$ cat config.mk
export PLATFORM = sky130hd
export DESIGN_NAME = axi_pkt_crc_append_flat
export DESIGN_NICKNAME = d
export VERILOG_FILES = /design/src/rtl/daq_pkg.sv /design/src/rtl/axi_if.sv /design/src/rtl/axi_pkt_crc_append.sv /design/src/flat_wrapper.sv
export SDC_FILE = /design/constraint.sdc
export NUM_CORES = 1
export LEC_CHECK = 0
export CAP_MARGIN = 20
export CORE_AREA = 4 4 87 129
export CTS_BUF_LIST = sky130_fd_sc_hd__clkbuf_8
export DETAILED_ROUTE_END_ITERATION = 8
export DIE_AREA = 0 0 91 133
export PLACE_DENSITY = 0.64
export SETUP_SLACK_MARGIN = 0.4
export SLEW_MARGIN = 5
export SYNTH_ARGS = -nofsm -noshare
export SYNTH_HDL_FRONTEND = slang
export SYNTH_SLANG_ARGS = --single-unit
$ cat constraint.sdc
create_clock -name clk -period 1.8 [get_ports clk]
set_input_delay 0.54 -clock clk [delete_from_list [all_inputs] [get_ports clk]]
set_output_delay 0.54 -clock clk [all_outputs]
set_load 0.02 [all_outputs]
$ cat src/rtl/daq_pkg.sv
// Shared DAQ definitions: CRC appender states and CRC-16/CCITT-FALSE helper.
package daq_pkg;

   typedef enum logic [1:0] {ST_PASS, ST_CRC_HI, ST_CRC_LO} crc_state_t;

   localparam logic [15:0] CRC16_CCITT_POLY = 16'h1021;
   localparam logic [15:0] CRC16_CCITT_INIT = 16'hFFFF;

   // Advance a non-reflected, MSB-first CRC-16 by one byte.
   function automatic logic [15:0] crc16_byte(
      input logic [15:0] crc,
      input logic [7:0]  data_byte,
      input logic [15:0] poly
   );
      logic [15:0] c;
      c = crc ^ {data_byte, 8'h00};
      for (int i = 0; i < 8; i++) begin
         c = c[15] ? ((c << 1) ^ poly) : (c << 1);
      end
      return c;
   endfunction

endpackage

$ cat src/rtl/axi_if.sv
// Byte-wise AXI-Stream bundle shared by the DAQ pipeline stages.
interface axi_if #(
   parameter int W = 8
);
   logic         tvalid;
   logic         tready;
   logic [W-1:0] tdata;
   logic         tlast;

   modport master (output tvalid, output tdata, output tlast, input tready);
   modport slave  (input tvalid, input tdata, input tlast, output tready);
endinterface

$ cat src/rtl/axi_pkt_crc_append.sv
// Passes packetizer bytes through a one-deep output slice and, when enabled
// for the packet, appends the CRC-16 (MSB first) with tlast moved onto it.
module axi_pkt_crc_append
   import daq_pkg::*;
#(
   parameter int          DATA_W     = 8,
   parameter logic [15:0] CRC_POLY   = CRC16_CCITT_POLY,
   parameter logic [15:0] CRC_INIT   = CRC16_CCITT_INIT,
   parameter logic [15:0] CRC_XOROUT = 16'h0000
) (
   input  logic        clk,
   input  logic        rst_n,
   axi_if.slave        s_axi_if,
   axi_if.master       m_axi_if,
   input  logic        crc_en,
   output logic [15:0] pkt_count,
   output logic [15:0] crc_last
);

   if (DATA_W != 8) begin : g_bad_width
      $error("axi_pkt_crc_append: only DATA_W = 8 is supported");
   end

   crc_state_t  state, state_nxt;
   logic [15:0] crc, crc_nxt;
   logic [15:0] crc_final, crc_final_nxt;
   logic [15:0] crc_last_nxt;
   logic        sop, sop_nxt;
   logic        en_lat, en_lat_nxt;
   logic        valid_q, valid_nxt;
   logic [7:0]  data_q, data_nxt;
   logic        last_q, last_nxt;
   logic        s_ready;
   logic        slot_free;
   logic        en_now;
   logic [15:0] next_crc;

   assign slot_free = !valid_q || m_axi_if.tready;
   assign en_now    = sop ? crc_en : en_lat;
   assign next_crc  = crc16_byte(sop ? CRC_INIT : crc, s_axi_if.tdata, CRC_POLY);

   assign s_axi_if.tready = s_ready;
   assign m_axi_if.tvalid = rst_n & valid_q;
   assign m_axi_if.tdata  = rst_n ? data_q : 8'h00;
   assign m_axi_if.tlast  = rst_n & last_q;

   // Next-state logic: accept bytes in ST_PASS, then load the two CRC bytes
   // one per free slot so neither is skipped or duplicated under stall.
   always_comb begin
      state_nxt     = state;
      crc_nxt       = crc;
      crc_final_nxt = crc_final;
      crc_last_nxt  = crc_last;
      sop_nxt       = sop;
      en_lat_nxt    = en_lat;
      valid_nxt     = slot_free ? 1'b0 : valid_q;
      data_nxt      = data_q;
      last_nxt      = last_q;
      s_ready       = 1'b0;
      case (state)
         ST_PASS: begin
            s_ready = slot_free & rst_n;
            if (s_ready && s_axi_if.tvalid) begin
               valid_nxt = 1'b1;
               data_nxt  = s_axi_if.tdata;
               last_nxt  = 1'b0;
               crc_nxt   = next_crc;
               sop_nxt   = 1'b0;
               if (sop) begin
                  en_lat_nxt = crc_en;
               end
               if (s_axi_if.tlast) begin
                  if (en_now) begin
                     crc_final_nxt = next_crc ^ CRC_XOROUT;
                     state_nxt     = ST_CRC_HI;
                  end else begin
                     last_nxt = 1'b1;
                     sop_nxt  = 1'b1;
                  end
               end
            end
         end
         ST_CRC_HI: begin
            if (slot_free) begin
               valid_nxt = 1'b1;
               data_nxt  = crc_final[15:8];
               last_nxt  = 1'b0;
               state_nxt = ST_CRC_LO;
            end
         end
         ST_CRC_LO: begin
            if (slot_free) begin
               valid_nxt    = 1'b1;
               data_nxt     = crc_final[7:0];
               last_nxt     = 1'b1;
               crc_last_nxt = crc_final;
               crc_nxt      = CRC_INIT;
               sop_nxt      = 1'b1;
               state_nxt    = ST_PASS;
            end
         end
         default: state_nxt = ST_PASS;
      endcase
   end

   // State, CRC and output-slice registers; reset drops any in-flight bytes.
   always_ff @(posedge clk) begin
      if (!rst_n) begin
         state     <= ST_PASS;
         crc       <= CRC_INIT;
         crc_final <= 16'h0000;
         crc_last  <= 16'h0000;
         sop       <= 1'b1;
         en_lat    <= 1'b0;
         valid_q   <= 1'b0;
         data_q    <= 8'h00;
         last_q    <= 1'b0;
      end else begin
         state     <= state_nxt;
         crc       <= crc_nxt;
         crc_final <= crc_final_nxt;
         crc_last  <= crc_last_nxt;
         sop       <= sop_nxt;
         en_lat    <= en_lat_nxt;
         valid_q   <= valid_nxt;
         data_q    <= data_nxt;
         last_q    <= last_nxt;
      end
   end

   // Count packets as they leave, i.e. on the output handshake carrying tlast.
   always_ff @(posedge clk) begin
      if (!rst_n) begin
         pkt_count <= 16'h0000;
      end else if (valid_q && m_axi_if.tready && last_q) begin
         pkt_count <= pkt_count + 16'h0001;
      end
   end

endmodule

$ cat src/flat_wrapper.sv
// flat-port wrapper written by rule: the top's interface ports become plain ports
module axi_pkt_crc_append_flat import daq_pkg::*;
#(
   parameter int          DATA_W     = 8,
   parameter logic [15:0] CRC_POLY   = CRC16_CCITT_POLY,
   parameter logic [15:0] CRC_INIT   = CRC16_CCITT_INIT,
   parameter logic [15:0] CRC_XOROUT = 16'h0000
)
  (clk, rst_n, crc_en, pkt_count, crc_last, s_axi_if_tvalid, s_axi_if_tdata, s_axi_if_tlast, s_axi_if_tready, m_axi_if_tvalid, m_axi_if_tdata, m_axi_if_tlast, m_axi_if_tready);
  axi_if s_axi_if_i ();
  axi_if m_axi_if_i ();
  input  logic clk;
  input  logic rst_n;
  input  logic crc_en;
  output logic [15:0] pkt_count;
  output logic [15:0] crc_last;
  input wire logic [$bits(s_axi_if_i.tvalid)-1:0] s_axi_if_tvalid;
  input wire logic [$bits(s_axi_if_i.tdata)-1:0] s_axi_if_tdata;
  input wire logic [$bits(s_axi_if_i.tlast)-1:0] s_axi_if_tlast;
  output wire logic [$bits(s_axi_if_i.tready)-1:0] s_axi_if_tready;
  output wire logic [$bits(m_axi_if_i.tvalid)-1:0] m_axi_if_tvalid;
  output wire logic [$bits(m_axi_if_i.tdata)-1:0] m_axi_if_tdata;
  output wire logic [$bits(m_axi_if_i.tlast)-1:0] m_axi_if_tlast;
  input wire logic [$bits(m_axi_if_i.tready)-1:0] m_axi_if_tready;
  assign s_axi_if_i.tvalid = s_axi_if_tvalid;
  assign s_axi_if_i.tdata = s_axi_if_tdata;
  assign s_axi_if_i.tlast = s_axi_if_tlast;
  assign s_axi_if_tready = s_axi_if_i.tready;
  assign m_axi_if_tvalid = m_axi_if_i.tvalid;
  assign m_axi_if_tdata = m_axi_if_i.tdata;
  assign m_axi_if_tlast = m_axi_if_i.tlast;
  assign m_axi_if_i.tready = m_axi_if_tready;
  axi_pkt_crc_append #(.DATA_W(DATA_W), .CRC_POLY(CRC_POLY), .CRC_INIT(CRC_INIT), .CRC_XOROUT(CRC_XOROUT)) u_core (.clk(clk), .rst_n(rst_n), .s_axi_if(s_axi_if_i), .m_axi_if(m_axi_if_i), .crc_en(crc_en), .pkt_count(pkt_count), .crc_last(crc_last));
endmodule
==> results of run 1 <==
[cells in the final DEF (no fill, tap or decap), types with 4 or more instances in the layout]
cell,instances
dfxtp_1,42
nor3_1,12
a211oi_2,6
buf_12,8
clkbuf_8,11
dfxtp_2,24
nand3_1,5
and2_4,9
o21ai_0,9
or3_4,4
inv_1,5
a21oi_2,16
a21oi_1,53
nand2_1,46
buf_4,91
o21ai_1,6
xor2_1,11
o21ai_2,5
o31ai_1,11
nor3_2,5
nand4_1,9
xnor3_1,7
dlygate4sd2_1,9
or4b_4,8
or3_1,8
buf_6,65
nor2_1,31
o21a_1,4
a22oi_2,7
dfxtp_4,12
nor3_4,4
xnor2_1,13
[report_power, final]
part	switching (W)	total (W)	internal, W
Clock	0.000701	0.00129	0.000589
Combinational	0.000443	0.000907	0.000464
Sequential	0.0000667	0.00184	0.00177
[cell type report]
cell class              instances  area [sq um]
inverters                      11          75.1
well taps                     117           146
clock buffers                  11           151
fillers                       776          3450
flip-flops and latches         78          1640
multi-input cells             353          2860
clock inverters                 5          40.0
repair buffers                180          1780
[metal layers]
metal	vias to the layer above	part of all wire
li1	2023	-
met1	2059	0.37
met2	117	0.55
met3	41	0.036
met4	0	0.039
met5	-	0
[what timing repair did]
| action | 4_1_cts | 5_1_grt |
|---|---|---|
| pin swaps | 48 | 48 |
| buffers inserted | 30 | 29 |
| hold buffers | 0 | 0 |
| gates cloned | 6 | 0 |
| gates resized for setup | 368 | 51 |
| setup endpoints to repair | 121 | 118 |
[state kept, by name (all words and copies together), names as in the netlist]
name	count
u_core.state	2
u_core.en_lat	1
u_core.data_q	8
u_core.pkt_count	16
u_core.crc_final	16
u_core.valid_q	1
u_core.last_q	1
u_core.sop	1
u_core.crc_last	16
u_core.crc	16
[per-stage QoR]
step	cells	worst slack [ns]	instance area, sq um	total power [W]
2_1_floorplan	474	0.180	4420	0.00234
3_3_place_gp	674	-0.803	5370	0.00258
3_5_place_dp	674	-0.824	5370	0.00259
4_1_cts	726	-0.0192	6260	0.00398
5_1_grt	755	-0.0604	6690	0.00418
6_report	755	-0.00886	6690	0.00403
[path summary, 6_finish.rpt]
kind | slack (ns) | from | endpoint | cells after the start
max | -0.009 | u_core.state[0] | u_core.data_q[0] | 9
min | 0.46 | u_core.crc_last[14] | u_core.crc_last[14] | 2
max reg2reg | -0.009 | u_core.state[0] | u_core.data_q[0] | 9
min reg2reg | 0.46 | u_core.crc_last[14] | u_core.crc_last[14] | 2
[cells by family (layout without fill, tap and decap cells)]
logic type,after synthesis,count (layout),share of synthesized area
AOI/OAI and AO/OA,134,135,0.200
xor gates and xnor gates,36,36,0.104
adders and majority gates,6,6,0.0190
buffers and inverters,44,207,0.0457
DFF,78,78,0.396
muxes,3,3,0.00793
and+or+nand+nor,173,173,0.227
[critical path, stage by stage (launching register included)]
cell	delay [ns]
dfxtp_4	0.36
inv_4	0.07
buf_6	0.10
ha_4	0.16
buf_6	0.14
buf_4	0.11
a22oi_2	0.05
a21oi_2	0.14
or4b_4	0.49
a21oi_2	0.13
==> out/qor.yml, run 1 <==
drc: 0
critPathKind: "flip-flop to flip-flop"
drt_first_pass_iters: 4
whs_ns: 0.457
critPathArrivalTime_ns: 2.11
initialDrtViolationCount: 255
report.final.slew_viol_count: 0
synth_fp_nets: 494
via_per_inst: 5.62
wl_um: 13900
relSlewSlack: 0.648
place.gp.congestion: 0.844
postLayoutSetupSlackWorst_ns: -0.00886
setup-violations-final: 1
drive_gt1_frac: 0.525
grt.overflow.total: 0
irDropWorstVdd_mv: 0.364
grt_use_met3: 0.0262
powerDensity_nw_per_um2: 603
die-area_sq_um: 12100
hold_viol: 0
die_h_um: 133
cts_sinks: 78
postRouteAntennaNets: 0
insertedDiodeCount: 0
worst_slew_pin_slew_ns: 0.529
maxCapViolations: 0
synth_common_cells: "78 x dfxtp_1, 70 x a21oi_1, 49 x nand2_1, 34 x nor2_1, 22 x clkbuf_1"
vias: 4240
syn_area_sq_um: 3950
layout-area-overhead-vs-synth_pct: 69.5
hpwl_um: 8480
root_buffer: "clkbuf_8"
grtUsageTotal: 0.211
synth_top_area_frac: 0.396
violations: "negative setup slack"
holdCritPathClass: "flip-flop to flip-flop"
clk_latency_ns: 0.37
grt_pass1_vias: 4180
yosysMostFrequentCell: "dfxtp_1"
fmax_mhz: 553
ys_top_cells_by_area: "dfxtp_1 40%, a21oi_1 8.9%, nand2_1 4.7%"
wl_per_cell_um: 18.4
synth_seq_area_share: 0.396
syn_avg_cell_area_sq_um: 8.32
cp-end-kind: "flip-flop"
p_leak_nw: 2.67
antenna_found_initial: 0
layout.nets: 653
ys_ff_latch: 78
die_w_um: 91
utilization: 0.660
critPathLaunchType: "flip-flop"
grtUsageMet2: 0.393
yosysUniqueCellTypes: 51
period_needed_ns: 1.81
critical_path_required_ns: 2.10
start_util: 0.389
numCtsBuffers: 9
ctsHtreeMaxLevel: 3
cp_max_fo: 5
core-area_sq_um: 10100
synth-async-reset-ratio: 0
synth_top_cell_by_area: "dfxtp_1"
status: "complete, but fails checks"
ios: 57
fin_setup_tns_ns: -0.00886
synth_ff_type: "dfxtp_1"
met1_usage: 0.231
cts_tree: "built"
num_rows: 45
clockBufferDepth: 2
netlist_instances: 474
finClkSkew_ns: 0.0125
synth-edff-count: 0
io_buffers: 56
rsz0062_at_grt: "true"
clk_pin_slew_worst_paths_ns: 0.09
grt_max_degree: 62
ys_warn_count: 0
gr-max-usage-layer: "met2"
grt_pass1_wl_um: 20600
fin_crit_sh: 1.00
Power figures use the tool's default switching activity.
==> run 2: changes to the inputs <==
- SLEW_MARGIN: 5 -> 20
==> results of run 2 <==
Final layout, timing and power as in run 1 (identical DEF).
==> run 3: changes to the inputs <==
- CORE_AREA: 4 4 87 129 -> 4 4 79 117
- CTS_BUF_LIST: sky130_fd_sc_hd__clkbuf_8 -> unset
- DIE_AREA: 0 0 91 133 -> 0 0 83 121
- PLACE_DENSITY: 0.64 -> 0.75
==> out/qor.yml, run 3 (synthesis results as in run 1) <==
status: "complete, but fails checks"
violations: "negative setup slack"
grt_pass1_wl_um: 21400  # +3.6%
num_rows: 41  # -8.9%
grtUsageTotal: 0.267  # +0.0555
relSlewSlack: 0.521  # -0.126
whs_ns: 0.454  # -0.00277 ns
start_util: 0.475  # +0.0854
place.gp.congestion: 0.847  # +0.39%
antenna_found_initial: 0  # unchanged
setup-violations-final: 15  # +14
cp-end-kind: "flip-flop"
worstRegToRegCells: 8  # -1
initialDrtViolationCount: 575  # +130%
drive_gt1_frac: 0.526  # +0.00141
root_buffer: "clkbuf_16"
ctsHtreeMaxLevel: 3  # unchanged
layout-area-overhead-vs-synth_pct: 71.4
cp_slowest_cell: "or4b_4"
die_w_um: 83  # -8.8%
grt_max_degree: 68  # +9.7%
rsz0062_at_grt: "true"
critPathKind: "flip-flop to flip-flop"
clk_latency_ns: 0.34  # -0.03 ns
irDropWorstVdd_mv: 0.710  # +95%
vias: 4526  # +6.7%
critical_path_required_ns: 2.08  # -0.02 ns
powerDensity_nw_per_um2: 689  # +14%
maxCapViolations: 0  # unchanged
critPathLaunchType: "flip-flop"
postRouteAntennaNets: 0  # unchanged
holdCritPathClass: "flip-flop to flip-flop"
via_per_inst: 6.20  # +10%
die_h_um: 121  # -9.0%
layout.cells.most_common: "buf_4"
hold_viol: 0  # unchanged
p_leak_nw: 2.63  # -1.5%
period_needed_ns: 1.90  # +0.0912 ns
hpwl_um: 8270  # -2.5%
utilization: 0.814  # +0.154
cp_max_fo: 4  # -1
clockBufferDepth: 2  # unchanged
worstHoldPathCells: 2  # unchanged
wl_per_cell_um: 22.1  # +20%
cts_tree: "built"
worst_slew_pin_slew_ns: 0.713  # +0.184 ns
grt.overflow.total: 0  # unchanged
core-area_sq_um: 8310  # -18%
report.final.slew_viol_count: 0  # unchanged
layout.nets: 639  # -2.1%
fin_setup_tns_ns: -0.664  # -0.655 ns
die-area_sq_um: 10000  # -17%
ios: 57  # unchanged
critPathArrivalTime_ns: 2.18  # +0.07 ns
drt_first_pass_iters: 5  # +1
wl_um: 16200  # +16%
grt_pass1_vias: 4288  # +2.6%
io_buffers: 56  # unchanged
finClkSkew_ns: 0.00875  # -0.00379 ns
insertedDiodeCount: 0  # unchanged
fmax_mhz: 526  # -4.8%
cp_cell_sequence: "inv_4 > buf_6 > ha_4 > buf_6 > a22oi_1 > a21oi_2 > or4b_4 > a21oi_2"
max_stage_delay_ns: 0.52  # +0.03 ns
clk_pin_slew_worst_paths_ns: 0.06  # -0.03 ns
cts_sinks: 78  # unchanged
fin_crit_sh: 1.06  # +0.0507
postLayoutSetupSlackWorst_ns: -0.100  # -0.0912 ns
drc: 0  # unchanged
numCtsBuffers: 9  # unchanged
layout_common_cells: "77 x buf_4, 57 x dfxtp_1, 53 x buf_6"
## run 3: changes by cell type in the layout (fill, tap and decap cells not counted), moves of 8 or more
cell and delta:
buf_6 -12, buf_2 +8, dfxtp_1 +15, buf_4 -14, clkbuf_16 +10, clkbuf_8 -10
dfxtp_2 -14, o31ai_1 -8
## run 3: path summary, 6_finish.rpt
check                           slack (ns)                 end          startpoint
worst min register to register        0.45  u_core.crc_last[5]  u_core.crc_last[5]
worst max-delay path                 -0.10    u_core.data_q[6]     u_core.state[0]
worst max register to register       -0.10    u_core.data_q[6]     u_core.state[0]
worst min-delay path                  0.45  u_core.crc_last[5]  u_core.crc_last[5]
## run 3: final cells by class
class                           instances  area, sq um
Clock buffer                           11          243
Tap cell                              107          134
Multi-Input combinational cell        352         2970
Fill cell                             481         1550
Timing Repair Buffer                  167         1670
Clock inverter                          4         46.3
Sequential cell                        78         1620
Inverter                               11         77.6
## run 3: power by group
part	leakage, nW	switching (W)	total, W	internal, W
Sequential	0.646	0.0000784	0.00186	0.00178
Clock	0.146	0.000734	0.00183	0.00110
Combinational	1.84	0.000494	0.000970	0.000475
## run 3: repair_timing
| action | CTS | global route |
|---|---|---|
| cloned | 6 | 0 |
| endpoints found under the setup margin | 121 | 112 |
| resized for setup | 318 | 105 |
| pin swaps | 50 | 39 |
| hold buffers | 0 | 0 |
| setup buffers | 18 | 29 |
## run 3: critical path, delay by kind of cell, from the launching register on
kind | cells | cell delay (ns)
simple gates | 1 | 0.52
compound gates | 3 | 0.47
buf+inv | 3 | 0.30
flops | 1 | 0.35
fa+ha+maj | 1 | 0.18
## run 3: metrics by stage
stage               cells  cell area, sq um  power [W]  setup slack [ns]
finish                730              6760    0.00466            -0.100
global placement      662              5350    0.00256            -0.789
floorplan             474              4420    0.00234             0.180
CTS                   701              6120    0.00449            0.0199
detailed placement    662              5350    0.00258            -0.796
global route          730              6760    0.00479            -0.175
## run 3: metal layers
layer / global-route usage / up-vias / routed length, um
li1: - / 1990 / -
met1: 0.279 / 2170 / 5630
met2: 0.490 / 264 / 8340
met3: 0.0469 / 102 / 1060
met4: 0.165 / 0 / 1120
met5: 0 / - / 0
